File: src/rtl/sw_pio_servicer.sv
// sw_pio_servicer
//   Services a slide-switch PIO over a simple Avalon-MM master port. On a
//   level interrupt it reads the edge-capture register, clears it, reads the
//   switch levels and presents the result as a valid/ready event. A software
//   irq mask can be requested at any time and is written to the PIO the next
//   time the FSM is idle.
//
// Ports
//   clk, reset_n        clock (rising edge), asynchronous active-low reset
//   avm_address         PIO register address (0 data, 2 irq mask, 3 edge capture)
//   avm_chipselect      PIO access strobe
//   avm_write_n         active-low write strobe
//   avm_writedata       PIO write data
//   avm_readdata        PIO registered read data (valid the cycle after the address)
//   pio_irq             level interrupt from the PIO
//   cfg_mask            requested irq mask
//   cfg_mask_load       one-cycle pulse requesting a cfg_mask write
//   evt_valid           switch event available
//   evt_ready           consumer accepts event
//   evt_changed         masked edge-capture bits of the event
//   evt_sw              switch levels read after the capture clear
//   busy                high in every state except IDLE

module sw_pio_servicer (
  input  logic        clk,
  input  logic        reset_n,
  output logic [2:0]  avm_address,
  output logic        avm_chipselect,
  output logic        avm_write_n,
  output logic [31:0] avm_writedata,
  input  logic [31:0] avm_readdata,
  input  logic        pio_irq,
  input  logic [8:0]  cfg_mask,
  input  logic        cfg_mask_load,
  output logic        evt_valid,
  input  logic        evt_ready,
  output logic [8:0]  evt_changed,
  output logic [8:0]  evt_sw,
  output logic        busy
);

  localparam int DATA_W = 9;

  localparam logic [2:0]  ADDR_DATA = 3'd0;
  localparam logic [2:0]  ADDR_MASK = 3'd2;
  localparam logic [2:0]  ADDR_CAP  = 3'd3;
  localparam logic [31:0] CAP_CLEAR = 32'h0000_01FF;

  typedef enum logic [3:0] {
    INIT_MASK,
    IDLE,
    RD_CAP,
    WT_CAP,
    CLR_CAP,
    RD_DAT,
    WT_DAT,
    PRESENT,
    WR_MASK
  } state_t;

  state_t state, state_nxt;

  logic [DATA_W-1:0] mask_q;
  logic [DATA_W-1:0] mask_lat;
  logic              pending_q;
  logic [DATA_W-1:0] cap_q;

  logic              cs_c;
  logic              wn_c;
  logic [2:0]        addr_c;
  logic [31:0]       wd_c;

  // Only the switch-width bits of the PIO read data carry information.
  logic unused_rd_hi;
  assign unused_rd_hi = ^avm_readdata[31:DATA_W];

  function automatic logic [31:0] zext(input logic [DATA_W-1:0] v);
    return {{(32-DATA_W){1'b0}}, v};
  endfunction

  always_ff @(posedge clk or negedge reset_n) begin
    if (!reset_n) state <= INIT_MASK;
    else          state <= state_nxt;
  end

  // Mask request bookkeeping: a load in any state overwrites the latched
  // value (last wins). A load coinciding with WR_MASK keeps the flag set so
  // the newer value is written on the next pass through IDLE.
  always_ff @(posedge clk or negedge reset_n) begin
    if (!reset_n) begin
      pending_q <= 1'b0;
      mask_lat  <= '0;
      mask_q    <= '0;
    end else begin
      if (cfg_mask_load) begin
        pending_q <= 1'b1;
        mask_lat  <= cfg_mask;
      end else if (state == WR_MASK) begin
        pending_q <= 1'b0;
      end
      if (state == WR_MASK) mask_q <= mask_lat;
    end
  end

  // Read data is registered in the PIO, so it is taken on the edge that
  // leaves the wait state following each read strobe.
  always_ff @(posedge clk or negedge reset_n) begin
    if (!reset_n) begin
      cap_q       <= '0;
      evt_changed <= '0;
      evt_sw      <= '0;
    end else begin
      if (state == WT_CAP) cap_q <= avm_readdata[DATA_W-1:0] & mask_q;
      if (state == WT_DAT) begin
        evt_sw      <= avm_readdata[DATA_W-1:0];
        evt_changed <= cap_q;
      end
    end
  end

  always_comb begin
    state_nxt = state;
    cs_c      = 1'b0;
    wn_c      = 1'b1;
    addr_c    = 3'd0;
    wd_c      = 32'd0;
    case (state)
      INIT_MASK: begin
        cs_c      = 1'b1;
        wn_c      = 1'b0;
        addr_c    = ADDR_MASK;
        wd_c      = zext(mask_q);
        state_nxt = IDLE;
      end
      IDLE: begin
        if (pending_q)    state_nxt = WR_MASK;
        else if (pio_irq) state_nxt = RD_CAP;
      end
      RD_CAP: begin
        cs_c      = 1'b1;
        addr_c    = ADDR_CAP;
        state_nxt = WT_CAP;
      end
      WT_CAP: state_nxt = CLR_CAP;
      CLR_CAP: begin
        // Edges landing between the capture sample and this clear are
        // dropped; a masked-off or spurious irq ends here with no event.
        cs_c      = 1'b1;
        wn_c      = 1'b0;
        addr_c    = ADDR_CAP;
        wd_c      = CAP_CLEAR;
        state_nxt = (cap_q == '0) ? IDLE : RD_DAT;
      end
      RD_DAT: begin
        cs_c      = 1'b1;
        addr_c    = ADDR_DATA;
        state_nxt = WT_DAT;
      end
      WT_DAT: state_nxt = PRESENT;
      PRESENT: begin
        if (evt_ready) state_nxt = IDLE;
      end
      WR_MASK: begin
        cs_c      = 1'b1;
        wn_c      = 1'b0;
        addr_c    = ADDR_MASK;
        wd_c      = zext(mask_lat);
        state_nxt = IDLE;
      end
      default: state_nxt = INIT_MASK;
    endcase
  end

  // While reset is held the FSM sits in INIT_MASK, whose write must not
  // reach the bus until reset is released.
  assign avm_chipselect = reset_n & cs_c;
  assign avm_write_n    = reset_n ? wn_c   : 1'b1;
  assign avm_address    = reset_n ? addr_c : 3'd0;
  assign avm_writedata  = reset_n ? wd_c   : 32'd0;

  assign evt_valid = (state == PRESENT);
  assign busy      = (state != IDLE);

endmodule

File: config.mk
export PLATFORM = sky130hd
export DESIGN_NAME = sw_pio_servicer
export DESIGN_NICKNAME = d
export VERILOG_FILES = /design/src/rtl/sw_pio_servicer.sv
export SDC_FILE = /design/constraint.sdc
export NUM_CORES = 1
export LEC_CHECK = 0
export BUFFER_PORTS_ARGS = -buffer_cell sky130_fd_sc_hd__buf_4
export CORE_ASPECT_RATIO = 0.8
export CORE_UTILIZATION = 48
export DETAILED_ROUTE_END_ITERATION = 8
export PLACE_DENSITY = 0.8
export SETUP_SLACK_MARGIN = 0.3
export SLEW_MARGIN = 5
export SYNTH_ARGS = -nofsm -noshare
export SYNTH_HDL_FRONTEND = slang
export SYNTH_SLANG_ARGS = --single-unit
File: constraint.sdc
create_clock -name clk -period 2 [get_ports clk]
set_input_delay 0.3 -clock clk [delete_from_list [all_inputs] [get_ports clk]]
set_output_delay 0.3 -clock clk [all_outputs]
set_load 0.03 [all_outputs]
Word-level counts from Yosys, hierarchy flattened
Cells that the tools add are included.
{"block": "classes", "n_addsub": 0, "n_mul": 0, "div": 0, "magnitude_cmp": 0, "eq_ne": 11, "shifts": 0, "n_mux": 14, "n_bitwise": 2, "n_reduce_logical": 8}
{"cell": "$mux W32", "count": 1}
{"cell": "$pmux W4 S8", "count": 1}
{"cell": "$pmux W9 S3", "count": 1}
{"cell": "$eq A4 B3 Y1 const B", "count": 4}
{"cell": "$mux W4", "count": 3}
{"cell": "$and A9 B9 Y9", "count": 1}
{"cell": "$logic_not A9 Y1", "count": 1}
{"cell": "$eq A4 B2 Y1 const B", "count": 2}
{"cell": "$mux W3", "count": 2}
{"cell": "$mux W1", "count": 5}
{"cell": "$reduce_or A5 Y1", "count": 1}
{"cell": "$eq A4 B1 Y1 const B", "count": 1}
{"cell": "$eq A4 B4 Y1 const B", "count": 1}
{"cell": "$logic_not A4 Y1", "count": 1}
{"cell": "$ne A4 B1 Y1 const B", "count": 1}
{"cell": "$pmux W2 S2", "count": 1}
{"cell": "$reduce_or A2 Y1", "count": 2}
{"cell": "$ne A3 B3 Y1 const B", "count": 1}
{"cell": "$reduce_or A3 Y1", "count": 1}
{"cell": "$ne A2 B1 Y1 const B", "count": 1}
{"cell": "$reduce_and A2 Y1", "count": 1}
{"cell": "$reduce_bool A2 Y1", "count": 1}
{"cell": "$and A1 B1 Y1", "count": 1}
{"block": "word_totals", "register_bits": 50, "latch_bits": 0, "ram_bits": 0, "mem_bits_ro": 0, "output_inout_bits": 57, "word_cells": 42, "n_memories": 0}

Longest topological paths before layout
Gate-level depths: netlist of the first run.
{"block": "depth", "depth_word": 4, "ltp_mapped": 6, "ltp_nobuf": 3}

Least setup slack after synthesis of the first run
OpenSTA, ideal clock, no wires.
{"block": "synth_path", "path_kind": "reg-to-output", "startpoint": "reg state[2]", "endpoint": "out avm_address[0]", "arrival_time_ns": 1.756, "path_slack_ns": -0.056, "path_stages_with_launch": 4, "n_path_buf": 1, "path_cell_list": "dfrtp_1 > buf_2 > xnor2_1 > nor4b_1"}
{"block": "synth_via", "elab_chain_len": 4, "elab_cells_between_ends": 8}
{"item": "start: declaration", "line_no": "61", "text": "state_t state, state_nxt;"}
{"item": "start signal: assignment", "line_no": "83", "text": "else state <= state_nxt;"}
{"item": "$eq A4 B4 Y1, or another cell as far along", "line_no": "127", "text": "case (state)"}
{"item": "$reduce_or A2 Y1 (no source line)"}
{"item": "$pmux W2 S2 (*)", "line_no": "127"}
{"item": "$mux W3 (*)", "line_no": "178", "text": "assign avm_address = reset_n ? addr_c : 3'd0;"}
{"item": "end: declaration", "line_no": "27", "text": "output logic [2:0] avm_address,"}
Every way passes the cells marked *; elsewhere a longest branch is shown, timed or not.

Final worst setup path of the first run
{"block": "layout_path", "startpoint": "reg state[0]", "endpoint": "out avm_chipselect"}
{"block": "layout_via", "elab_chain_len": 4, "elab_cells_between_ends": 8}
{"item": "$eq A4 B4 Y1, or another cell as far along", "line_no": "127"}
{"item": "$reduce_or A5 Y1 (no source line) (*)"}
{"item": "$mux W1 (*)", "line_no": "127"}
{"item": "$and A1 B1 Y1 (*)", "line_no": "176", "text": "assign avm_chipselect = reset_n & cs_c;"}
{"item": "end: declaration", "line_no": "28", "text": "output logic avm_chipselect,"}
Marked as above.

==> results of run 1 <==
[cells in the mapped netlist, drive strengths merged, types with 2 or more instances]
| master | count | share of area, % |
|---|---|---|
| nor4 | 2 | 0.49 |
| nor3 | 5 | 0.99 |
| o21a | 10 | 3.0 |
| dfrtp | 50 | 49 |
| inv | 2 | 0.30 |
| clkbuf | 5 | 0.74 |
| nor2 | 15 | 2.2 |
| a21oi | 5 | 0.99 |
| nand2 | 20 | 3.0 |
| mux2i | 9 | 3.6 |
| o21ai | 12 | 2.4 |
| mux2 | 36 | 17 |
| nor2b | 3 | 0.74 |
| buf | 33 | 10 |
[logic make-up (layout without fill, tap and decap cells)]
family                    count (synthesis)  count (layout)
and+or+nand+nor                          54              54
DFF                                      50              50
muxes                                    45              45
buffers and inverters                    40              86
AOI/OAI and AO/OA                        31              31
other                                     1              24
xor gates and xnor gates                  1               1
[state kept, by name, indices dropped and copies added (netlist names)]
signal and flops:
pending_q 1, evt_changed 9, mask_q 9, mask_lat 9
cap_q 9, state 4, evt_sw 9
[how the worst max path moves through the flow]
stage / endpoint / cells past startpoint / slack [ps] / startpoint
floorplan: avm_write_n / 4 / 300 / state[0]
global placement: avm_writedata[8] / 5 / 340 / state[3]
detailed placement: mask_q[3] / 5 / 360 / state[1]
CTS: avm_writedata[3] / 4 / 140 / state[2]
global route: avm_writedata[4] / 4 / 70 / state[1]
finish: avm_chipselect / 5 / 140 / state[0]
[placed cells by master (no fill, tap or decap), drive strengths merged, types with 2 or more instances in the layout]
master,synthesis,routed
inv,2,3
buf,33,76
nor4,2,2
mux2,36,36
nand2,20,20
mux2i,9,9
a21oi,5,5
dfrtp,50,50
nor3,5,5
nor2b,3,3
o21a,10,10
nor2,15,15
conb,1,24
o21ai,12,12
clkbuf,5,5
[critical path, cell delays in order (launching register included)]
cell and delay [ps]:
dfrtp_1 400, buf_4 170, or2_2 300, a21oi_2 130, o21a_1 130, buf_6 130
[power breakdown]
part	switching [mW]	internal (mW)
clock	0.325	0.242
combinational	1.44	1.21
sequential	0.290	1.40
[layout make-up]
| cell class | instances | area, µm² | area share (%) |
|---|---|---|---|
| Tap cell | 62 | 77.6 | 2.43 |
| Multi-Input combinational cell | 155 | 1140 | 35.6 |
| Clock buffer | 5 | 68.8 | 2.16 |
| Inverter | 2 | 7.51 | 0.236 |
| Sequential cell | 50 | 1250 | 39.3 |
| Clock inverter | 2 | 13.8 | 0.432 |
| Timing Repair Buffer | 77 | 631 | 19.8 |
[metrics by stage]
step | util, % | area [µm²] | cells
floorplan | - | 2630 | 245
global placement | 59.0 | 2970 | 338
detailed placement | 59.0 | 2970 | 338
CTS | 62.6 | 3150 | 352
global route | 63.3 | 3190 | 353
finish | 63.3 | 3190 | 353
[repair_timing]
| item | in CTS | in global routing |
|---|---|---|
| gates resized for setup | 13 | 7 |
| pin swaps | 1 | 2 |
| hold buffers | 1 | 0 |
| cloned | 1 | 0 |
| setup endpoints to repair | 13 | 23 |
| hold endpoints to repair | 14 | 0 |
| buffers inserted | 5 | 1 |
[routing by layer]
metal / vias to the layer above / global-route usage (%) / part of all wire [%]
met5: - / 0 / 0
li1: 849 / - / -
met3: 9 / 6.32 / 6.4
met4: 0 / 7.33 / 1.2
met1: 856 / 24.2 / 44
met2: 71 / 32.5 / 48
==> flow_summary.toml, run 1 <==
[run_status]
status = "completed"

[pwr]
leakage_nw = 1.49
power.total_mw = 4.90
p_per_area_nw_per_um2 = 1540
irDropWorstVdd_mv = 0.843

[global_route]
antenna_found_initial = 0
grt_use_total_pct = 19.6
grt_pass1_vias = 1754
grt_overflow_total = 0
grt_pass1_wl_um = 8400
grt_max_degree = 19

[synthesis]
synth_edf_count = 0
synth_cell_type_count = 34
synth_warnings = 0
ys_ff_latch = 50
yosys.area_share.adder_pct = 0
synth_compound_area_share_pct = 7.65
synthSimpleGateAreaFrac_pct = 10.5
ys_seq_area_share_pct = 49.3
syn-instance-count = 222
synth_area_um2 = 2540
synth_xor_area_share_pct = 0.345
synth.avg_cell_area_um2 = 11.4
synthMuxAreaShare_pct = 21.0
synthFlopType = "dfrtp_1"
async_reset_ff_share_pct = 100
synth_top_family_by_area = "multiplexers"

[clocking]
cts_sinks = 50
clockRootBuffer = "clkbuf_8"
clk_pin_slew_ps = 90
cts_buffers = 5
insertion_delay_ps = 310
clock_tree.buffer_depth = 2
cts_max_level = 2
cts_tree = "built"

[detailed_routing]
via_count = 1785
drtPass1Iterations = 4
drtAntennaViolNets = 0
drc = 0
initialDrtViolationCount = 87
routed_wl_um = 5130
routed_wire_length_per_instance_um = 14.5
viasPerCell = 5.06

[timing]
worst_slew_pin_slew_ps = 645
post-route-min-period_ps = 1860
setup-violations-final = 0
post-route-period-util_pct = 92.8
skew_ps = 11.3
rsz0062_at_grt = "yes"
max_freq_mhz = 539
max-slew-margin-rel_pct = 56.8
maxSlewViolCount = 0
hold_slack_ps = 36.3
hold_viol = 0
fin_setup_tns_ps = 0
setup_ws_ps = 143

[job]
max_cap_violations = 0

[die]
num_rows = 23
io_pins = 103
die_area_um2 = 5580
coreArea_um2 = 5040
die_h_um = 67.0
chipWidth_um = 83.3
initial_core_util_pct = 50.4

[critical_path]
critPathMaxFanout = 7
reg2reg_from = "state[1]"
r2r_slack_ps = 330
worstSetupStartpointType = "flip-flop"
reg2reg_depth = 6
path_class = "reg2out"
critPathRequiredTime_ps = 1700
worstPathArrival_ps = 1560
cp-end-kind = "output pin"
worstReg2RegEnd = "mask_q[8]"

[place]
hpwl_um = 3560
finalWeightedCongestion = 0.776
pre_cts_slack_ps = 359
io_buffers = 55

[finish]
finalNetCount = 337
n_fill_cell = 392
drive_gt1_share_pct = 44.7
syn_to_final_growth_pct = 25.7
antennaDiodeCount = 0

[min_path]
min-delay-path-class = "in2async"
Note: power is estimated with default switching activity, not from simulation.
==> inputs of run 2 (changes only) <==
--- a/config.mk
+++ b/config.mk
@@ -6,4 +6,5 @@
 export NUM_CORES = 1
 export LEC_CHECK = 0
+export ABC_CLOCK_PERIOD_IN_PS = 2000
 export BUFFER_PORTS_ARGS = -buffer_cell sky130_fd_sc_hd__buf_4
 export CORE_ASPECT_RATIO = 0.8
==> constraint.sdc (replaced) <==
create_clock -name clk -period 2 [get_ports clk]
set_input_delay 0.3 -clock clk [delete_from_list [all_inputs] [get_ports clk]]
set_output_delay 0.3 -clock clk [all_outputs]
set_load 0.1 [all_outputs]
==> run 2 against run 1 <==
Effect of this change:
- the flow now finishes with violations (setup timing)
- register-to-register slack got worse by 130 ps
- core utilization increased by 12 points
- non-clock buffer count increased by 17
- worst hold slack improved by 72 ps
- die area unchanged
- critical endpoint is now avm_writedata[3]
==> flow_summary.toml, run 2 (same netlist as run 1, synthesis figures left out) <==
[detailed_routing]
via_count = 1985
viasPerCell = 5.34
drtPass1Iterations = 4
drtAntennaViolNets = 0
routed_wl_um = 6650
initialDrtViolationCount = 83
drc = 0
routed_wire_length_per_instance_um = 17.9

[finish]
fin_util_pct = 75.3
syn_to_final_growth_pct = 49.4
final_common_cell = "buf_4"
regArea_um2 = 1250
finalNetCount = 355
fin_area_um2 = 3790
n_fill_cell = 315
multiInputGateArea_um2 = 1350
final_cell_mix = "buf_4 (61), dfrtp_1 (49), conb_1 (24), mux2_4 (21), nand2_1 (18)"
drive_gt1_share_pct = 55.5
antennaDiodeCount = 0

[clocking]
clockRootBuffer = "clkbuf_8"
cts_tree = "built"
cts_buffers = 5
cts_sinks = 50
insertion_delay_ps = 310
clock_tree.buffer_depth = 2
clk_pin_slew_ps = 90
cts_max_level = 2

[global_route]
grt_use_total_pct = 23.6
antenna_found_initial = 0
grt_max_degree = 19
grt_overflow_total = 0
grt_pass1_wl_um = 9920
grt_pass1_vias = 1936

[timing]
post-route-period-util_pct = 101
maxSlewViolCount = 0
skew_ps = 3.37
max_freq_mhz = 497
fin_setup_tns_ps = -15.2
worst_slew_pin_slew_ps = 640
post-route-min-period_ps = 2010
hold_viol = 0
setup-violations-final = 2
hold_slack_ps = 109
rsz0062_at_grt = "yes"
setup_ws_ps = -12.3
max-slew-margin-rel_pct = 57.2

[run_status]
violations = "setup timing"
status = "finished, violations left"

[die]
num_rows = 23
chipWidth_um = 83.3
initial_core_util_pct = 50.4
die_h_um = 67.0
coreArea_um2 = 5040
io_pins = 103
die_area_um2 = 5580

[critical_path]
cp-end-kind = "output pin"
path_class = "reg2out"
startpoint = "state[1]"
critPathRequiredTime_ps = 1700
worstSetupStartpointType = "flip-flop"
reg2reg_depth = 7
worstPathArrival_ps = 1710
reg2reg_from = "state[1]"
critPathMaxFanout = 6
r2r_slack_ps = 200
worstReg2RegEnd = "evt_sw[0]"
endpoint = "avm_writedata[3]"

[place]
hpwl_um = 3710
place_area_um2 = 3100
finalWeightedCongestion = 0.775
io_buffers = 55

[min_path]
min-delay-path-class = "in2async"

[job]
max_cap_violations = 0
[run 2: through the flow]
| step | cells | setup slack (ps) |
|---|---|---|
| 6_report | 372 | -12.3 |
| 5_1_grt | 372 | -43.9 |
| 4_1_cts | 361 | 36.7 |
| 3_5_place_dp | 338 | 168 |
| 3_3_place_gp | 338 | 181 |
| 2_1_floorplan | 245 | -95.1 |
[run 2: layout make-up]
cell class	instances	area share [%]
well taps	62	2.05
multi-input cells	156	35.7
clock buffers	7	2.54
flip-flops and latches	50	33.0
inverters	2	0.198
clock inverters	1	0.231
repair buffers	94	26.3
[run 2: worst min-delay path by stage]
stage          startpoint          end  slack, ps  cells after the start
3_3_place_gp      reset_n  mask_lat[0]        230                      1
4_1_cts           reset_n  mask_lat[5]        110                      2
2_1_floorplan     reset_n     cap_q[0]          4                      0
3_5_place_dp      reset_n  mask_lat[0]        230                      1
6_report          reset_n    evt_sw[6]        110                      2
5_1_grt           reset_n    evt_sw[8]        130                      2
[run 2: timing repair]
action | CTS | global route
endpoints found under the hold margin | 12 | 0
cloned | 2 | 3
setup buffers | 12 | 8
pin swaps | 5 | 8
endpoints found under the setup margin | 14 | 41
resized for setup | 62 | 28
hold buffers | 1 | 0
[run 2: critical path: stages (launching register included)]
cell,delay (ps)
dfrtp_1,440
buf_8,170
nor3_4,270
buf_6,190
o21a_4,150
buf_12,170
[run 2: metal layers]
| metal | routed length (µm) | track usage (%) | vias up |
|---|---|---|---|
| li1 | - | - | 885 |
| met1 | 2840 | 30.0 | 998 |
| met5 | 0 | 0 | - |
| met3 | 441 | 6.57 | 16 |
| met4 | 184 | 11.0 | 0 |
| met2 | 3190 | 37.9 | 86 |
Power of run 2 is not shown: default switching activity piles up to over one toggle a cycle in this logic, so the estimate is an artifact.
==> inputs of run 3 (changes only) <==
Settings changed: GPL_ROUTABILITY_DRIVEN from default to 0, PLACE_DENSITY 0.8 to 0.91.
==> run 3 against run 2 <==
Effect of this change:
- clock-buffer cell count shrank 2
- critical endpoint is now avm_writedata[8]
- the run now ends clean
- via count shrank 5.1%
- setup slack gained 38 ps
- critical path depth shrank 1
- non-clock buffer count shrank 10
==> flow_summary.toml, run 3 (same netlist as run 1, synthesis figures left out) <==
[timing]
rsz0062_at_grt = "yes"
worst_slew_pin_slew_ps = 554
max-slew-margin-rel_pct = 62.9
post-route-min-period_ps = 1970
setup_ws_ps = 26.2
hold_slack_ps = 123
setup-violations-final = 0
skew_ps = 4.15
maxSlewViolCount = 0
max_freq_mhz = 507
hold_viol = 0
post-route-period-util_pct = 98.7

[die]
chipWidth_um = 83.3
coreArea_um2 = 5040
initial_core_util_pct = 50.4
io_pins = 103
die_h_um = 67.0
die_area_um2 = 5580
num_rows = 23

[run_status]
status = "completed"

[place]
pre_cts_slack_ps = 206
hpwl_um = 3680
io_buffers = 55
place_area_um2 = 3090

[clocking]
cts_buffers = 5
cts_sinks = 50
insertion_delay_ps = 310
cts_max_level = 2
clk_pin_slew_ps = 90
clock_tree.buffer_depth = 2
cts_tree = "built"
clockRootBuffer = "clkbuf_8"

[critical_path]
critPathRequiredTime_ps = 1700
reg2reg_from = "state[2]"
worstSetupStartpointType = "flip-flop"
path_class = "reg2out"
worstReg2RegEnd = "evt_changed[7]"
cp-end-kind = "output pin"
critPathMaxFanout = 9
worstPathArrival_ps = 1670
reg2reg_depth = 8
r2r_slack_ps = 210

[detailed_routing]
drtPass1Iterations = 4
viasPerCell = 5.22
drtAntennaViolNets = 0
via_count = 1883
initialDrtViolationCount = 70
routed_wl_um = 6220
routed_wire_length_per_instance_um = 17.2
drc = 0

[finish]
finalNetCount = 344
syn_to_final_growth_pct = 45.9
final_cell_mix = "buf_4 (53), dfrtp_1 (49), conb_1 (24), nand2_1 (19)"
drive_gt1_share_pct = 52.8
final_common_cell = "buf_4"
fin_area_um2 = 3700
antennaDiodeCount = 0

[global_route]
grt_max_degree = 30
grt_overflow_total = 0
grt_pass1_wl_um = 8970
grt_use_total_pct = 21.5
antenna_found_initial = 0
grt_pass1_vias = 1830

[min_path]
min-delay-path-class = "in2async"

[job]
max_cap_violations = 0
==> run 3: cell count changes in the layout (fill, tap and decap cells not counted), sizes merged <==
| cell | delta |
|---|---|
| clkbuf | -2 |
| clkinv | -1 |
| bufinv | +1 |
| buf | -10 |
| or3 | -1 |
| clkinvlp | +2 |
==> run 3: area by class of cell <==
cell class,count,area [µm²]
Tap cell,62,77.6
Fill cell,333,1340
Timing Repair Buffer,84,931
Clock buffer,5,68.8
Sequential cell,50,1250
Clock inverter,3,45.0
Inverter,2,7.51
Multi-Input combinational cell,155,1320
==> run 3: worst max path at each step <==
stage	start	to	cells past startpoint
detailed placement	state[1]	avm_writedata[0]	4
floorplan	state[2]	avm_address[0]	3
global route	state[0]	avm_writedata[3]	4
finish	state[0]	avm_writedata[8]	4
global placement	state[1]	avm_writedata[7]	4
CTS	state[1]	avm_writedata[8]	4
==> run 3: worst max-delay path, stage by stage (launching register included) <==
cell and delay, ps:
dfrtp_1 400, or3_4 470, nor2_1 160, o21a_4 160
buf_12 160
==> run 3: routing by layer <==
metal / wire [µm] / global-route usage, % / vias to the layer above
met3: 341 / 4.96 / 10
met2: 3130 / 37.7 / 70
met4: 106 / 7.97 / 0
li1: - / - / 867
met5: 0 / 0 / -
met1: 2650 / 26.2 / 936
==> run 3: repair_timing <==
action,in CTS,in global routing
hold buffers,1,0
pin swaps,7,7
endpoints found under the hold margin,10,0
gates cloned,1,2
gates resized for setup,59,20
buffers inserted,8,5
setup endpoints to repair,15,25
==> run 3: metrics by stage <==
| stage | setup TNS [ps] | cells | utilization (%) |
|---|---|---|---|
| detailed placement | 0 | 336 | 61.4 |
| global placement | 0 | 336 | 61.4 |
| CTS | 0 | 354 | 70.0 |
| finish | 0 | 361 | 73.5 |
| global route | -64.2 | 361 | 73.5 |
| floorplan | -95.1 | 245 | - |
Power of run 3 is left out for the same reason.
